===== config.mk =====
export PLATFORM = sky130hd
export DESIGN_NAME = pe_cmd_sequencer
export DESIGN_NICKNAME = d
export VERILOG_FILES = /design/src/rtl/pe_ctrl_pkg.sv /design/src/rtl/pe_psum_feeder.sv /design/src/rtl/pe_cmd_sequencer.sv
export SDC_FILE = /design/constraint.sdc
export NUM_CORES = 1
export LEC_CHECK = 0
export ABC_AREA = 1
export ABC_CLOCK_PERIOD_IN_PS = 2000
export BUFFER_PORTS_ARGS = -buffer_cell sky130_fd_sc_hd__buf_2
export CORE_UTILIZATION = 40
export DETAILED_ROUTE_END_ITERATION = 12
export GPL_ROUTABILITY_DRIVEN = 0
export PLACE_DENSITY_LB_ADDON = 0.1
export REMOVE_ABC_BUFFERS = 1
export SLEW_MARGIN = 20
export SYNTH_ARGS = -nofsm -noshare
export SYNTH_HDL_FRONTEND = slang
export SYNTH_SLANG_ARGS = --single-unit

===== constraint.sdc =====
create_clock -name clk -period 2 [get_ports clk]
set_clock_uncertainty 0.1 [all_clocks]
set_input_delay 0.1 -clock clk [delete_from_list [all_inputs] [get_ports clk]]
set_output_delay 0.1 -clock clk [all_outputs]
set_load 0.05 [all_outputs]

===== src/rtl/pe_ctrl_pkg.sv =====
// Shared definitions between the PE main controller and its host-side command sequencer:
// sequencer state encoding, pass function codes and PE mode encodings.
package pe_ctrl_pkg;

    localparam logic [2:0] ST_IDLE      = 3'd0;
    localparam logic [2:0] ST_START     = 3'd1;
    localparam logic [2:0] ST_SETTLE    = 3'd2;
    localparam logic [2:0] ST_WAIT_CMD  = 3'd3;
    localparam logic [2:0] ST_ISSUE     = 3'd4;
    localparam logic [2:0] ST_FEED      = 3'd5;
    localparam logic [2:0] ST_WAIT_DONE = 3'd6;
    localparam logic [2:0] ST_NEXT      = 3'd7;

    typedef enum logic [2:0] {
        StIdle     = ST_IDLE,
        StStart    = ST_START,
        StSettle   = ST_SETTLE,
        StWaitCmd  = ST_WAIT_CMD,
        StIssue    = ST_ISSUE,
        StFeed     = ST_FEED,
        StWaitDone = ST_WAIT_DONE,
        StNext     = ST_NEXT
    } seq_state_e;

    localparam logic FUNC_CONV = 1'b0;
    localparam logic FUNC_PSUM = 1'b1;

    localparam logic [1:0] MODE_0 = 2'd0;
    localparam logic [1:0] MODE_1 = 2'd1;
    localparam logic [1:0] MODE_2 = 2'd2;

endpackage


===== src/rtl/pe_psum_feeder.sv =====
// Streams external partial sums into the PE psum input buffer, counting writes until a
// full accumulate pass worth of words has been pushed.
module pe_psum_feeder #(
    parameter int unsigned PSUM_WORDS = 4,
    parameter int unsigned CNT_WIDTH  = 8
) (
    input  logic clk,
    input  logic rst,
    input  logic start,
    input  logic active,
    input  logic src_valid,
    input  logic psum_buf_full,
    output logic src_ready,
    output logic wen,
    output logic done
);

    logic [CNT_WIDTH-1:0] cnt_q, cnt_d;

    always_comb begin
        src_ready = active & ~psum_buf_full;
        wen       = active & src_valid & ~psum_buf_full;
        // done fires on the write that completes the pass, so FEED leaves with no idle cycle
        done      = wen && (cnt_q == CNT_WIDTH'(PSUM_WORDS - 1));
        cnt_d     = cnt_q;
        if (start) begin
            cnt_d = '0;
        end else if (wen) begin
            cnt_d = cnt_q + CNT_WIDTH'(1);
        end
    end

    always_ff @(posedge clk) begin
        if (rst) begin
            cnt_q <= '0;
        end else begin
            cnt_q <= cnt_d;
        end
    end

endmodule


===== src/rtl/pe_cmd_sequencer.sv =====
// Host-side driver for the PE main controller: replays accepted pass commands onto the PE
// start/change_mode handshake, feeds psums for accumulate passes and watches for hangs.
module pe_cmd_sequencer
    import pe_ctrl_pkg::*;
#(
    parameter int unsigned DATA_WIDTH  = 16,
    parameter int unsigned PSUM_WORDS  = 4,
    parameter int unsigned CNT_WIDTH   = 8,
    parameter int unsigned WDOG_CYCLES = 1024
) (
    input  logic                  clk,
    input  logic                  rst,
    input  logic                  cmd_valid,
    output logic                  cmd_ready,
    input  logic                  cmd_func,
    input  logic [1:0]            cmd_mode,
    input  logic                  cmd_last,
    output logic                  pe_start,
    output logic                  pe_change_mode,
    output logic                  pe_func,
    output logic [1:0]            pe_mode,
    input  logic                  pe_done,
    input  logic                  pe_sum_done,
    input  logic                  src_valid,
    output logic                  src_ready,
    input  logic [DATA_WIDTH-1:0] src_data,
    output logic                  psum_buf_wen,
    output logic [DATA_WIDTH-1:0] psum_buf_wdata,
    input  logic                  psum_buf_full,
    output logic                  busy,
    output logic                  seq_done,
    output logic                  wdog_err,
    output logic [CNT_WIDTH-1:0]  pass_cnt
);

    localparam int unsigned WDOG_W = $clog2(WDOG_CYCLES + 1);

    seq_state_e           state_q, state_d;
    logic                 settle_q, settle_d;
    logic                 func_q, func_d;
    logic [1:0]           mode_q, mode_d;
    logic                 last_q, last_d;
    logic                 done_seen_q, done_seen_d;
    logic [CNT_WIDTH-1:0] pass_cnt_q, pass_cnt_d;
    logic [WDOG_W-1:0]    wdog_cnt_q, wdog_cnt_d;
    logic                 wdog_err_q, wdog_err_d;

    logic feed_start;
    logic feed_active;
    logic feed_done;

    pe_psum_feeder #(
        .PSUM_WORDS (PSUM_WORDS),
        .CNT_WIDTH  (CNT_WIDTH)
    ) u_feeder (
        .clk           (clk),
        .rst           (rst),
        .start         (feed_start),
        .active        (feed_active),
        .src_valid     (src_valid),
        .psum_buf_full (psum_buf_full),
        .src_ready     (src_ready),
        .wen           (psum_buf_wen),
        .done          (feed_done)
    );

    always_comb begin
        state_d        = state_q;
        settle_d       = settle_q;
        func_d         = func_q;
        mode_d         = mode_q;
        last_d         = last_q;
        done_seen_d    = done_seen_q;
        pass_cnt_d     = pass_cnt_q;
        wdog_cnt_d     = wdog_cnt_q;
        wdog_err_d     = wdog_err_q;
        cmd_ready      = 1'b0;
        pe_start       = 1'b0;
        pe_change_mode = 1'b0;
        seq_done       = 1'b0;
        feed_start     = 1'b0;
        feed_active    = 1'b0;

        unique case (state_q)
            StIdle: begin
                done_seen_d = 1'b0;
                if (cmd_valid) begin
                    state_d = StStart;
                end
            end
            StStart: begin
                pe_start = 1'b1;
                settle_d = 1'b0;
                state_d  = StSettle;
            end
            StSettle: begin
                // two cycles for the PE to drop out of start-hold into command-wait
                if (settle_q) begin
                    state_d = StWaitCmd;
                end else begin
                    settle_d = 1'b1;
                end
            end
            StWaitCmd: begin
                cmd_ready = 1'b1;
                if (cmd_valid) begin
                    func_d  = cmd_func;
                    mode_d  = cmd_mode;
                    last_d  = cmd_last;
                    state_d = StIssue;
                end
            end
            StIssue: begin
                pe_change_mode = 1'b1;
                feed_start     = 1'b1;
                done_seen_d    = 1'b0;
                wdog_cnt_d     = WDOG_W'(1);
                state_d        = (func_q == FUNC_PSUM) ? StFeed : StWaitDone;
            end
            StFeed: begin
                feed_active = 1'b1;
                if (pe_sum_done) begin
                    done_seen_d = 1'b1;
                end
                if (feed_done) begin
                    state_d = StWaitDone;
                end
            end
            StWaitDone: begin
                if (func_q == FUNC_CONV) begin
                    if (pe_done) begin
                        state_d = StNext;
                    end
                end else if (pe_sum_done || done_seen_q) begin
                    state_d = StNext;
                end
            end
            StNext: begin
                pass_cnt_d  = pass_cnt_q + CNT_WIDTH'(1);
                done_seen_d = 1'b0;
                if (last_q) begin
                    seq_done = 1'b1;
                    state_d  = StIdle;
                end else begin
                    state_d = StWaitCmd;
                end
            end
            default: begin
                state_d = StIdle;
            end
        endcase

        // A pass that completes on the very cycle the watchdog expires is still counted.
        if (state_q == StFeed || state_q == StWaitDone) begin
            wdog_cnt_d = wdog_cnt_q + WDOG_W'(1);
            if (wdog_cnt_q == WDOG_W'(WDOG_CYCLES - 1) && state_d != StNext) begin
                wdog_err_d = 1'b1;
                state_d    = StIdle;
            end
        end
    end

    always_ff @(posedge clk) begin
        if (rst) begin
            state_q     <= StIdle;
            settle_q    <= 1'b0;
            func_q      <= 1'b0;
            mode_q      <= 2'd0;
            last_q      <= 1'b0;
            done_seen_q <= 1'b0;
            pass_cnt_q  <= '0;
            wdog_cnt_q  <= '0;
            wdog_err_q  <= 1'b0;
        end else begin
            state_q     <= state_d;
            settle_q    <= settle_d;
            func_q      <= func_d;
            mode_q      <= mode_d;
            last_q      <= last_d;
            done_seen_q <= done_seen_d;
            pass_cnt_q  <= pass_cnt_d;
            wdog_cnt_q  <= wdog_cnt_d;
            wdog_err_q  <= wdog_err_d;
        end
    end

    assign pe_func        = func_q;
    assign pe_mode        = mode_q;
    assign busy           = (state_q != StIdle);
    assign wdog_err       = wdog_err_q;
    assign pass_cnt       = pass_cnt_q;
    assign psum_buf_wdata = src_data;

endmodule


After elaboration in Yosys (flattened, before gate mapping) --
Cells that the tools add are included.
Storage, ports and cells: register bits 37, bits in latches 0, bits in writable memories 0, memory bits (read-only) 0, input bits 27, output and inout port bits 35, word-level logic and storage cells 65, memories 0
Cells by class: add/subtract/negate cells 3, multipliers 0, div/mod/pow operators 0, $lt $le $gt $ge 0, equality and inequality tests 11, shift operators 0, muxes and demuxes 23, bitwise logic cells 4, reduce and logical (&&, ||, !) cells 14
Operators with widths (number):
- 2-to-1 mux 3 bit | 9
- one-hot mux 3 bit (8 select lines) | 1
- 2-to-1 mux 11 bit | 2
- adder 8 x 1 -> 8 bit (second input constant) | 2
- == test 3 bit (second input constant) | 4
- adder 11 x 1 -> 11 bit (second input constant) | 1
- == test 11 x 10 -> 1 bit (second input constant) | 1
- == test 8 x 2 -> 1 bit (second input constant) | 1
- 2-to-1 mux 1 bit | 7
- == test 3 x 2 -> 1 bit (second input constant) | 2
- AND reduction 2 bit | 3
- nonzero test 2 bit | 3
- 2-to-1 mux 2 bit | 2
- one-hot mux 1 bit (2 select lines) | 2
- bitwise AND 1 bit | 3
- == test 3 x 1 -> 1 bit (second input constant) | 1
- zero test 3 bit | 1
- != test 3 bit (second input constant) | 1
- nonzero test 3 bit | 1
- OR reduction 3 bit | 1
- logical AND 1 bit | 2
- logical OR 1 bit | 2
- != test 2 bit (second input constant) | 1
- OR reduction 2 bit | 1
- inverter 1 bit | 1

Logic depth before layout (Yosys ltp) --
depth in word-level cells 11, mapped depth 9, mapped depth without buffers 9

By module --
A second synthesis with hierarchy kept.
Unflattened totals: cells, all modules 310, area total of the unflattened synthesis 2065.7 µm²
By module, submodules not included:
- pe_cmd_sequencer | instances 1, cells each 236, area an instance 1607.8 µm², sequential area each 580.6 µm²
- pe_psum_feeder | instances 1, cells each 74, area an instance 457.9 µm², sequential area each 160.2 µm²

Worst setup path before layout --
No wires, ideal clock.
kind reg-to-reg, start point register state_q[0], end point register last_q, library setup time 121 ps, data arrival time 1560 ps, required time 1779 ps, path slack 219 ps, cell stages (with the launch flop) 6, path buffers 0, period minus slack after synthesis 1781 ps, path through dfxtp_1 -> nand2_4 -> nor2_2 -> nand2_1 -> o21ai_0 -> a21oi_1
Between the ends: cells in the longest elaborated chain, start to end 2
RTL lines:
- from (decl) | line pe_cmd_sequencer.sv:38 | seq_state_e state_q, state_d;
- from (signal assigned) | line pe_cmd_sequencer.sv:165 | state_q <= StIdle;
- from (signal assigned) | line pe_cmd_sequencer.sv:175 | state_q <= state_d;
- == test 3 x 2 -> 1 bit | line pe_cmd_sequencer.sv:84 | unique case (state_q)
- AND reduction 2 bit (no source line)
- to (signal assigned) | line pe_cmd_sequencer.sv:179 | last_q <= last_d;
- to (decl) | line pe_cmd_sequencer.sv:42 | logic last_q, last_d;
No other way between the ends. A chain may end at the register's enable or synchronous reset.

Worst setup path in the final report --
start point register state_q[2], end point output port psum_buf_wen
Between the ends: cells in the longest elaborated chain, start to end 4
RTL lines:
- == test 3 bit | line pe_cmd_sequencer.sv:84
- 2-to-1 mux 1 bit | line pe_cmd_sequencer.sv:84
- bitwise AND 1 bit (2 in series) | line pe_psum_feeder.sv:22 | wen = active & src_valid & ~psum_buf_full;
- to (decl) | line pe_cmd_sequencer.sv:27 | output logic psum_buf_wen,
No other way between the ends.

==> metrics.md <==
| Metric | Value |
|---|---|
| I/O pins | 62 |
| Top area cells in the synthesized netlist | dfxtp_1, nand2_1, nor2_1 |
| CTS tree | done |
| Crit-path max cell delay | 550 ps |
| PD cells | 739 mW/mm2 |
| Max Slew Vio Count | 0 |
| Core Footprint | 0.00482 mm2 |
| Crit path kind | flip-flop to output pin |
| Inserted Diodes | 0 |
| CP max-delay cell | dfxtp_1 |
| Register area share after synthesis | 36.3% |
| Setup crit start kind | flip-flop |
| Buf/Inv on CP | 1 |
| Worst-path clk slew | 70 ps |
| Count of final setup violators | 0 |
| Root Driver | clkbuf_8 |
| Hpwl dp | 3.41 mm |
| Cells after Synth | 292 |
| Crit-path max FO | 8 |
| Vias in the first global route | 1659 |
| ANT nets after route | 0 |
| Netlist cell types | 35 |
| Nets | 345 |
| Top-count cell post-synth | nand2_1 |
| Setup TNS Final | 0 ps |
| Hold slack | 15.1 ps |
| CP Data Required Time | 1800 ps |
| Vias | 1828 |
| Worst path cell trace | nand3_4, nor3_4, buf_2 |
| FFs w/ async S/R, synth | 0% |
| Status | finished, final reports clean |
| Cell area after synthesis | 0.00204 mm2 |
| DRC | 0 |
| Crit share post-route | 92.2% |
| Pre-Repair DR Iteration Count | 4 |
| Initial antenna violation count | 0 |
| GR Overflow Total | 0 |
| Die height | 73.4 um |
| Port-buffer cells | 29 |
| Slew headroom | 74.9% |
| Final hold viol count | 0 |
| Min-delay worst type | primary input to flip-flop |
| Yosys warnings | 0 |
| Max-cap violations | 0 |
| Share of layout cells above drive strength 1 | 18.1% |
| Initial Utilization | 42.3% |
| Worst Path Arrival | 1640 ps |
| Synth top area share | 36.3% |
| Global-route usage over all layers | 18.5% |
| Syn_area_per_cell | 6.98 um2 |
| Post-synth EDFFs | 0 |
| Final wirelength | 4.52 mm |
| Routed WL per cell | 11.8 um |
| Setup crit start | state_q[2] |
| Max Clk Rate | 0.543 GHz |
| Largest net degree at the start of global routing | 16 |
| Top_reg_cell synth | dfxtp_1 |
| Area leader, netlist | dfxtp_1 |
| Maximum clock path buffer count | 2 |
| Resized cells post-CTS | 0 |
| Peak VDD IR | 0.399 mV |
| Die area | 0.00538 mm2 |
| Worst r2r src | state_q[2] |
| Unrepaired setup endpoints after global routing | false |
| Worst-Margin Slew | 376 ps |
| Yosys reg bits | 37 |
| Reg2Reg Setup Slack | 350 ps |
| First-pass GRT wire length | 7.59 mm |
| Clock Latency Late Sink | 290 ps |
| Final min period | 1840 ps |
| CTS Buf Count | 5 |
| # clock sinks | 37 |
| Die Span X | 73.4 um |
| CP Capture Type | output pin |
| Leak Pwr | 0.976 nW |
| DR iter-0 viols | 70 |
| Crit path max-delay family | flip-flops |
| Layout area overhead | 11.4% |
| Cell row count | 25 |
| HP Start | cmd_valid |
| H-Tree Depth | 2 |
| Post-synth top cells | nand2_1, nor2_1, dfxtp_1 |
| Vias/cell | 4.79 |
## metrics by stage
| stage | std cells | cell area [um2] | utilization [%] | setup WS [ps] | power [mW] |
|---|---|---|---|---|---|
| floorplan | 273 | 1900 | - | 219 | 1.08 |
| finish | 382 | 2270 | 47.1 | 157 | 1.68 |
| global placement | 370 | 2130 | 44.3 | 342 | 1.16 |
| global route | 382 | 2270 | 47.1 | 41.0 | 1.77 |
| detailed placement | 370 | 2130 | 44.3 | 377 | 1.16 |
| CTS | 382 | 2270 | 47.1 | 133 | 1.71 |
## cells by family (layout without fill, tap and decap cells)
logic type	Yosys count	in the layout	synth area share, %
compound gates	40	40	10.1
buf+inv	55	78	13.6
xor+xnor	4	4	1.72
simple gates	153	153	36.4
fa+ha+maj	3	3	1.84
flops	37	37	36.3
## worst reg2reg max path: cells and delay by family (launching register included)
family,cells,cell delay (ps)
flops,1,550
simple gates,6,900
## layer usage
metal | GRT usage (%) | routed length [um]
met1 | 22.8 | 2100
met4 | 5.77 | 61
met3 | 8.37 | 333
met5 | 0 | 0
met2 | 29.0 | 2020
## registers in the layout, indices dropped and copies added, names as in the netlist
| register | count |
|---|---|
| done_seen_q | 1 |
| last_q | 1 |
| pass_cnt | 8 |
| pe_func | 1 |
| pe_mode | 2 |
| settle_q | 1 |
| state_q | 3 |
| u_feeder.cnt_q | 8 |
| wdog_cnt_q | 11 |
| wdog_err | 1 |
## power breakdown
group	internal [mW]	switching, mW
Sequential	0.763	0.0390
Combinational	0.0996	0.250
Clock	0.273	0.254
## final cells by class
cell class | count | area (um2)
sequential | 37 | 741
multi-input combinational | 200 | 1020
inverter | 36 | 138
timing repair buffer | 35 | 203
clock buffer | 7 | 86.3
fill | 518 | 2550
tap | 67 | 83.8
## worst paths after layout
kind,endpoint,cells past startpoint
setup reg to reg,wdog_cnt_q[7],6
setup / recovery,psum_buf_wen,3
hold reg to reg,pe_mode[0],2
hold / removal,pe_mode[0],3
## repair_timing
item,in CTS,in global routing
endpoints found under the hold margin,5,0
hold buffers,5,0
buffers inserted,0,0
## layout by cell type (no fill, tap or decap), drive strengths merged
master	count
nand2	60
ha	3
nand3	24
o21ai	12
nand3b	1
and3	1
a21boi	1
nor3	15
buf	30
and2	1
nor2	46
inv	36
dlygate4sd3	5
or2	1
o21a	1
xnor2	1
xor2	3
clkbuf	7
nand4	2
a21oi	26
dfxtp	37
nor4	1
nor3b	1
No activity file was read; power rests on OpenSTA's default activity.
